==> src/rtl/memoria_ram_dp.sv <==
// Simple dual-port RAM with a registered read port and a selectable read-during-write mode.
// A built-in clear sequencer fills the array with INIT_VAL after reset or when clear_i is pulsed.
module memoria_ram_dp #(
    parameter int             N            = 4,
    parameter int             M            = 4,
    parameter bit             RDW_MODE     = 1'b0,
    parameter bit             CLEAR_ON_RST = 1'b1,
    parameter logic [M-1:0]   INIT_VAL     = '0
) (
    input  logic          clk_i,
    input  logic          rst_i,
    input  logic [N-1:0]  wr_addr_i,
    input  logic [M-1:0]  dato_write_i,
    input  logic          wren_i,
    input  logic [N-1:0]  rd_addr_i,
    input  logic          rden_i,
    output logic [M-1:0]  dato_read_o,
    output logic          rd_valid_o,
    input  logic          clear_i,
    output logic          busy_o
);

    localparam int           DEPTH     = 1 << N;
    localparam logic [0:0]   ST_RUN    = 1'b0;
    localparam logic [0:0]   ST_CLEAR  = 1'b1;
    localparam logic [N-1:0] LAST_ADDR = {N{1'b1}};

    logic [0:0]   state;
    logic [N-1:0] clr_ptr;
    logic [M-1:0] mem [DEPTH];

    logic         run_ok;
    logic         user_wr;
    logic         user_rd;
    logic         rdw_hit;
    logic         mem_we;
    logic [N-1:0] mem_waddr;
    logic [M-1:0] mem_wdata;

    logic [M-1:0] rd_data_p1;
    logic         vld_p1;

    // User ports are live only in RUN; a clear request in the same cycle wins over them.
    assign run_ok  = (state == ST_RUN) && !clear_i && !rst_i;
    assign user_wr = run_ok && wren_i;
    assign user_rd = run_ok && rden_i;
    assign rdw_hit = RDW_MODE && user_wr && (wr_addr_i == rd_addr_i);

    always_comb begin
        mem_we    = 1'b0;
        mem_waddr = wr_addr_i;
        mem_wdata = dato_write_i;
        if (!rst_i && (state == ST_CLEAR)) begin
            mem_we    = 1'b1;
            mem_waddr = clr_ptr;
            mem_wdata = INIT_VAL;
        end else if (user_wr) begin
            mem_we    = 1'b1;
        end
    end

    always_ff @(posedge clk_i) begin
        if (rst_i) begin
            state   <= CLEAR_ON_RST ? ST_CLEAR : ST_RUN;
            clr_ptr <= '0;
        end else begin
            case (state)
                ST_CLEAR: begin
                    // Pointer parks on the last word instead of wrapping.
                    if (clr_ptr == LAST_ADDR) begin
                        state <= ST_RUN;
                    end else begin
                        clr_ptr <= clr_ptr + 1'b1;
                    end
                end
                default: begin
                    if (clear_i) begin
                        state   <= ST_CLEAR;
                        clr_ptr <= '0;
                    end
                end
            endcase
        end
    end

    // Storage: written by either the clear sequencer or the user write port, never reset.
    always_ff @(posedge clk_i) begin
        if (mem_we) begin
            mem[mem_waddr] <= mem_wdata;
        end
    end

    // Read stage p1: registered data plus its valid strobe.
    always_ff @(posedge clk_i) begin
        if (rst_i) begin
            rd_data_p1 <= '0;
            vld_p1     <= 1'b0;
        end else begin
            vld_p1 <= user_rd;
            if (user_rd) begin
                rd_data_p1 <= rdw_hit ? dato_write_i : mem[rd_addr_i];
            end
        end
    end

    assign dato_read_o = rd_data_p1;
    assign rd_valid_o  = vld_p1;
    assign busy_o      = (state == ST_CLEAR);

endmodule

==> config.mk <==
export PLATFORM = sky130hd
export DESIGN_NAME = memoria_ram_dp
export DESIGN_NICKNAME = d
export VERILOG_FILES = /design/src/rtl/memoria_ram_dp.sv
export SDC_FILE = /design/constraint.sdc
export NUM_CORES = 1
export LEC_CHECK = 0
export ABC_AREA = 1
export BUFFER_PORTS_ARGS = -buffer_cell sky130_fd_sc_hd__buf_4
export CORE_MARGIN = 3
export CORE_UTILIZATION = 55
export DETAILED_ROUTE_END_ITERATION = 8
export GPL_ROUTABILITY_DRIVEN = 0
export PLACE_DENSITY = 0.74
export REMOVE_ABC_BUFFERS = 1
export SLEW_MARGIN = 20
export SYNTH_ARGS = -nofsm -noshare
export SYNTH_HDL_FRONTEND = slang
export SYNTH_SLANG_ARGS = --single-unit
==> constraint.sdc <==
create_clock -name clk_i -period 2.51 [get_ports clk_i]
set_input_delay 0.3765 -clock clk_i [delete_from_list [all_inputs] [get_ports clk_i]]
set_output_delay 0.3765 -clock clk_i [all_outputs]
set_load 0.02 [all_outputs]
==> metrics.md, run 1 <==
| Metric | Value |
|---|---|
| Outcome | `completed` |
| Crit path max fanout | `9` |
| Diode count | `0` |
| Post-synthesis sequential area ratio | `0.639` |
| Die width | `83.7 microns` |
| RSZ-0062 raised after global routing | `no` |
| Cells after Synth | `roughly 360` |
| Clock Latency Late Sink | `~0.35 ns` |
| Post-route clock period utilization | `0.759` |
| Met3 Use GR | `0.0474` |
| Final Hold Viols | `0` |
| # port buffers | `22` |
| Final setup vio count | `0` |
| Clock Skews | `0.00474 ns` |
| GR Util met1 | `0.273` |
| Synth unique cells | `22` |
| Pre-antenna DRT Iters | `6` |
| Cells taking the most area after synthesis | `edfxtp_1 (58%), nand2_1 (14%), nand3_1 (7.1%), dfxtp_1 (6.0%), inv_1 (6.0%)` |
| GRT overflow | `0` |
| First-pass GRT wire length | `11200 microns` |
| Worst Reg-to-Reg Cells | `6` |
| Die area | `7010 sq um` |
| Layout cells sized above 1 | `0.131` |
| Die height | `roughly 84 microns` |
| Reg2Reg Capture Point | `mem[10][1]` |
| FF-to-FF setup slack | `approximately 0.6 ns` |
| CTS Buf Count | `9` |
| Post-CTS sizing | `0` |
| Hold EP | `clr_ptr[3]` |
| Setup TNS | `0 ns` |
| DR vias | `2405` |
| Area leader, netlist | `edfxtp_1` |
| Area of the core | `~5700 sq um` |
| GRT met2 Usage | `0.325` |
| Total GRT Usage | `0.208` |
| Worst r2r src | `busy_o` |
| Mux cell area share after synthesis | `0` |
| Final worst slack | `0.606 ns` |
| Hold Buf Count CTS | `0` |
| Avg Inst Size Synth | `9.33 sq um` |
| Floorplan row count | `27` |
| Simple-gate share of the synthesized area | `0.256` |
| Largest family of logic cells by synthesized area | `simple AND/OR/NAND/NOR gates` |
| Detailed-route DRC error count | `0` |
| Clock sinks | `between 70 and 80` |
| Area delta synth->final | `15.1%` |
| Pwr dens | `697 nW/um^2` |
| Hold Path Origin | `clear_i` |
| Fin util | `0.673` |
| CTS H-Tree Depth | `3` |
| Cell depth of the worst hold path | `4` |
| Crit path kind | `flip-flop to flip-flop` |
| Clk buf depth | `2` |
| Busiest grt layer | `met2` |
| Slew HR | `0.647` |
| Top-area cell type share of the netlist area | `0.579` |
| Largest net degree at the start of global routing | `33` |
| Clk root buf | `clkbuf_8` |
| Routed wire length | `roughly 6800 microns` |
| Post-DP HPWL | `~4700 microns` |
| Adder-cell area share of the yosys netlist | `0.00377` |
| Fin crit period | `roughly 1.9 ns` |
| Vias/cell | `5.21` |
| XOR/XNOR Fraction of Synth Area | `0.00264` |
| Leakage power | `0.00172 uW` |
| Io pins | `23` |
| Initial DRC Count | `217` |
| Placed cell area | `3580 sq um` |
| Synthesis Warnings | `0` |
| CTS tree | `yes` |
| CP Capture Type | `flip-flop` |
| Post-layout nets | `403` |
| Worst hold path type | `input pin to flip-flop` |
| Critical Path Source Type | `flip-flop` |
| Routed Antenna Nets | `0` |
| Most common cell after layout, fill and taps aside | `nand2_1` |
| Initial antenna violation count | `0` |
| Fmax | `525 MHz` |
| VDD IR max | `597 uV` |
| Least-Margin Pin Slew | `0.529 ns` |
| Commonest non-fill, non-tap cells in the layout | `nand2_1 (128), edfxtp_1 (64), inv_1 (53), nand3_1 (47), buf_4 (28)` |
| Max Cap Viol | `0` |
| Max-slew violation count | `0` |
| CP arrival | `~1.9 ns` |
| #FFs+latches synth | `74` |
| Final instance area | `3820 sq um` |
| Initial Util | `0.585` |
| Post-synthesis compound-gate area fraction | `0.0170` |
| Mapped cell area | `3320 sq um` |
| Routed WL per cell | `14.6 microns` |
| Vias in the first global route | `2250` |
| Worst Path Required | `~2.5 ns` |
| Placement Setup Slack | `0.577 ns` |
| Post-CTS setup buffers | `0` |
| Clk slew on worst S/H paths | `0.07 ns` |
## cells in the mapped netlist (all sizes together)
| cell type | instances |
|---|---|
| nor2 | 26 |
| or2 | 1 |
| buf | 10 |
| clkbuf | 1 |
| nand4 | 1 |
| dfxtp | 10 |
| xor2 | 1 |
| inv | 56 |
| edfxtp | 64 |
| nand3 | 47 |
| a2bb2oi | 1 |
| a21oi | 2 |
| o21ai | 6 |
| ha | 1 |
| nand2 | 128 |
| nor3 | 1 |
## kinds of logic after synthesis
family                     Yosys count
xor gates and xnor gates             1
AOI/OAI and AO/OA                    9
and+or+nand+nor                    204
DFF                                 74
adders and majority gates            1
buffers and inverters               67
## worst max-delay path, stage by stage (launching register included)
cell and delay (ns):
dfxtp_1 0.42, inv_2 0.10, nor2_8 0.14, inv_2 0.11
o21ai_1 0.22, nand2_1 0.20, nor2_1 0.38
## area by class of cell
cell class | count | area (sq um)
timing repair buffer | 29 | 230
inverter | 56 | 210
clock inverter | 6 | 114
multi-input combinational | 215 | 927
tap | 72 | 90.1
clock buffer | 10 | 128
fill | 475 | 1850
sequential | 74 | 2120
## metal layers
metal	share of wire	vias to the layer above
met1	0.42	1107
met2	0.49	89
met3	0.067	16
li1	-	1193
met5	0	-
met4	0.025	0
## through the flow
stage / std cells / hold slack (ns) / total power (uW)
CTS: 462 / 0.312 / 2670
floorplan: 345 / 0.431 / 1500
global route: 462 / 0.335 / 2750
detailed placement: 446 / 0.463 / 1580
finish: 462 / 0.318 / 2660
global placement: 446 / 0.462 / 1580
## sequential cells by signal (all words and copies together), names as in the netlist
register,cells
rd_valid_o,1
clr_ptr,4
busy_o,1
dato_read_o,4
mem,64
## worst max-delay path by stage
stage            from         end
2_1_floorplan  busy_o   mem[0][0]
3_3_place_gp    rst_i   mem[3][0]
3_5_place_dp    rst_i   mem[3][1]
4_1_cts        busy_o  mem[14][1]
5_1_grt        busy_o   mem[3][0]
6_report       busy_o  mem[10][1]
## power breakdown
part | switching (uW) | internal, uW | total [uW]
Sequential | 6.26 | 1360 | 1360
Combinational | 129 | 65.6 | 195
Clock | 443 | 663 | 1110
Note: power is estimated with default switching activity, not from simulation.
==> inputs of run 2 (changes only) <==
- clock period: 2.51 -> 1.9 ns (I/O delays scaled with it)
==> run 2 against run 1 <==
  * Worst hold slack worse by 0.095 ns
  * Power grew 22%
  * First-iteration DRC count is 22% lower
  * Largest cell class unchanged
==> metrics.md, run 2 (synthesis results as in run 1) <==
| Metric | Value |
|---|---|
| Fill count | `435` |
| Largest reg by FF count | `mem` |
| Hold_ws | `0.223 ns` |
| Initial antenna violation count | `0` |
| CTS Buf Count | `9` |
| Clk slew on worst S/H paths | `~0.07 ns` |
| Crit path kind | `flip-flop to flip-flop` |
| Die height | `83.7 microns` |
| Total GRT Usage | `0.216` |
| VDD IR max | `slightly below 700 uV` |
| Fmax | `551 MHz` |
| Critical Path Source Type | `flip-flop` |
| Area of the core | `5680 sq um` |
| # port buffers | `22` |
| Die width | `83.7 microns` |
| Placed cell area | `3610 sq um` |
| Least-Margin Pin Slew | `roughly 0.66 ns` |
| Pwr dens | `853 nW/um^2` |
| Post-CTS setup buffers | `0` |
| Post-route clock period utilization | `0.956` |
| Layout cells sized above 1 | `0.152` |
| Vias in the first global route | `2344` |
| Max FFs per register | `64` |
| Initial Util | `0.585` |
| Post-DP HPWL | `4790 microns` |
| GRT overflow | `0` |
| Leakage power | `0.00173 uW` |
| Worst Path Required | `1.92 ns` |
| Outcome | `completed` |
| Routed WL per cell | `15.1 microns` |
| Crit path max fanout | `9` |
| Final Hold Viols | `0` |
| Die area | `7010 sq um` |
| Clock Latency Late Sink | `0.35 ns` |
| Max-slew violation count | `0` |
| Routed wire length | `between 7000 and 8000 microns` |
| Clock Skews | `0.00828 ns` |
| Area delta synth->final | `15.0%` |
| Final setup vio count | `0` |
| DR vias | `2431` |
| CTS tree | `yes` |
| Most common cell after layout, fill and taps aside | `nand2_1` |
| Detailed-route DRC error count | `0` |
| CTS H-Tree Depth | `3` |
| Largest net degree at the start of global routing | `33` |
| Hold Buf Count CTS | `0` |
| Diode count | `0` |
| First-pass GRT wire length | `11500 microns` |
| Pre-antenna DRT Iters | `8` |
| Slew HR | `0.562` |
| Initial DRC Count | `169` |
| Post-layout nets | `about 400` |
| Worst hold path type | `input pin to flip-flop` |
| Floorplan row count | `27` |
| Clk buf depth | `2` |
| Clock sinks | `74` |
| Max Cap Viol | `0` |
| Io pins | `23` |
| Fin crit period | `1.82 ns` |
| Final instance area | `~3800 sq um` |
| Vias/cell | `between 5 and 6` |
| CP arrival | `1.83 ns` |
| CP Capture Type | `flip-flop` |
| RSZ-0062 raised after global routing | `yes` |
| Clk root buf | `clkbuf_8` |
| Routed Antenna Nets | `0` |
| Commonest non-fill, non-tap cells in the layout | `nand2_1 (128), edfxtp_1 (64), inv_1 (53), nand3_1 (47), buf_4 (32)` |
==> run 2: metrics by stage <==
stage / setup TNS, ns / setup WS (ns) / utilization / total power, uW / instances
global route: -0.627 / -0.0371 / 0.673 / 3390 / 466
floorplan: 0 / 0.184 / - / 1980 / 345
detailed placement: 0 / 0.117 / 0.636 / 2100 / 450
CTS: 0 / 0.109 / 0.670 / 3270 / 466
finish: 0 / 0.0840 / 0.673 / 3260 / 466
global placement: 0 / 0.158 / 0.636 / 2090 / 450
==> run 2: layout make-up <==
| type | count | area [sq um] | share of cell area |
|---|---|---|---|
| flip-flops and latches | 74 | 2120 | 0.556 |
| clock inverters | 5 | 53.8 | 0.0141 |
| multi-input cells | 215 | 940 | 0.246 |
| well taps | 72 | 90.1 | 0.0236 |
| clock buffers | 11 | 141 | 0.0370 |
| repair buffers | 33 | 260 | 0.0682 |
| inverters | 56 | 210 | 0.0551 |
==> run 2: what timing repair did <==
| item | in CTS | in global routing |
|---|---|---|
| hold endpoints to repair | 0 | 0 |
| setup endpoints to repair | 0 | 29 |
| resized for setup | 0 | 4 |
==> run 2: final timing paths <==
kind	startpoint	end	slack, ns	depth (start not counted)
setup / recovery	busy_o	mem[12][3]	0.08	6
hold / removal	rst_i	busy_o	0.22	3
setup reg to reg	busy_o	mem[12][3]	0.08	6
hold reg to reg	clr_ptr[0]	clr_ptr[0]	0.46	1
==> run 2: worst max-delay path, stage by stage, from the launching register on <==
cell	delay, ns
dfxtp_1	0.43
inv_2	0.10
nor2_8	0.14
inv_2	0.11
o21ai_2	0.20
nand3_1	0.18
nor2_1	0.33
==> run 2: power breakdown <==
group          leakage, uW  switching (uW)  internal [uW]
sequential        0.000668            7.97           1790
clock             0.000103             553            638
combinational     0.000960             176           90.9
==> run 2: per-layer routing <==
metal | up-vias | track usage | routed length [microns]
met5 | - | 0 | 0
met4 | 0 | 0.0819 | 174
met3 | 16 | 0.0740 | 520
met2 | 100 | 0.334 | 3320
met1 | 1114 | 0.281 | 3030
li1 | 1201 | - | -
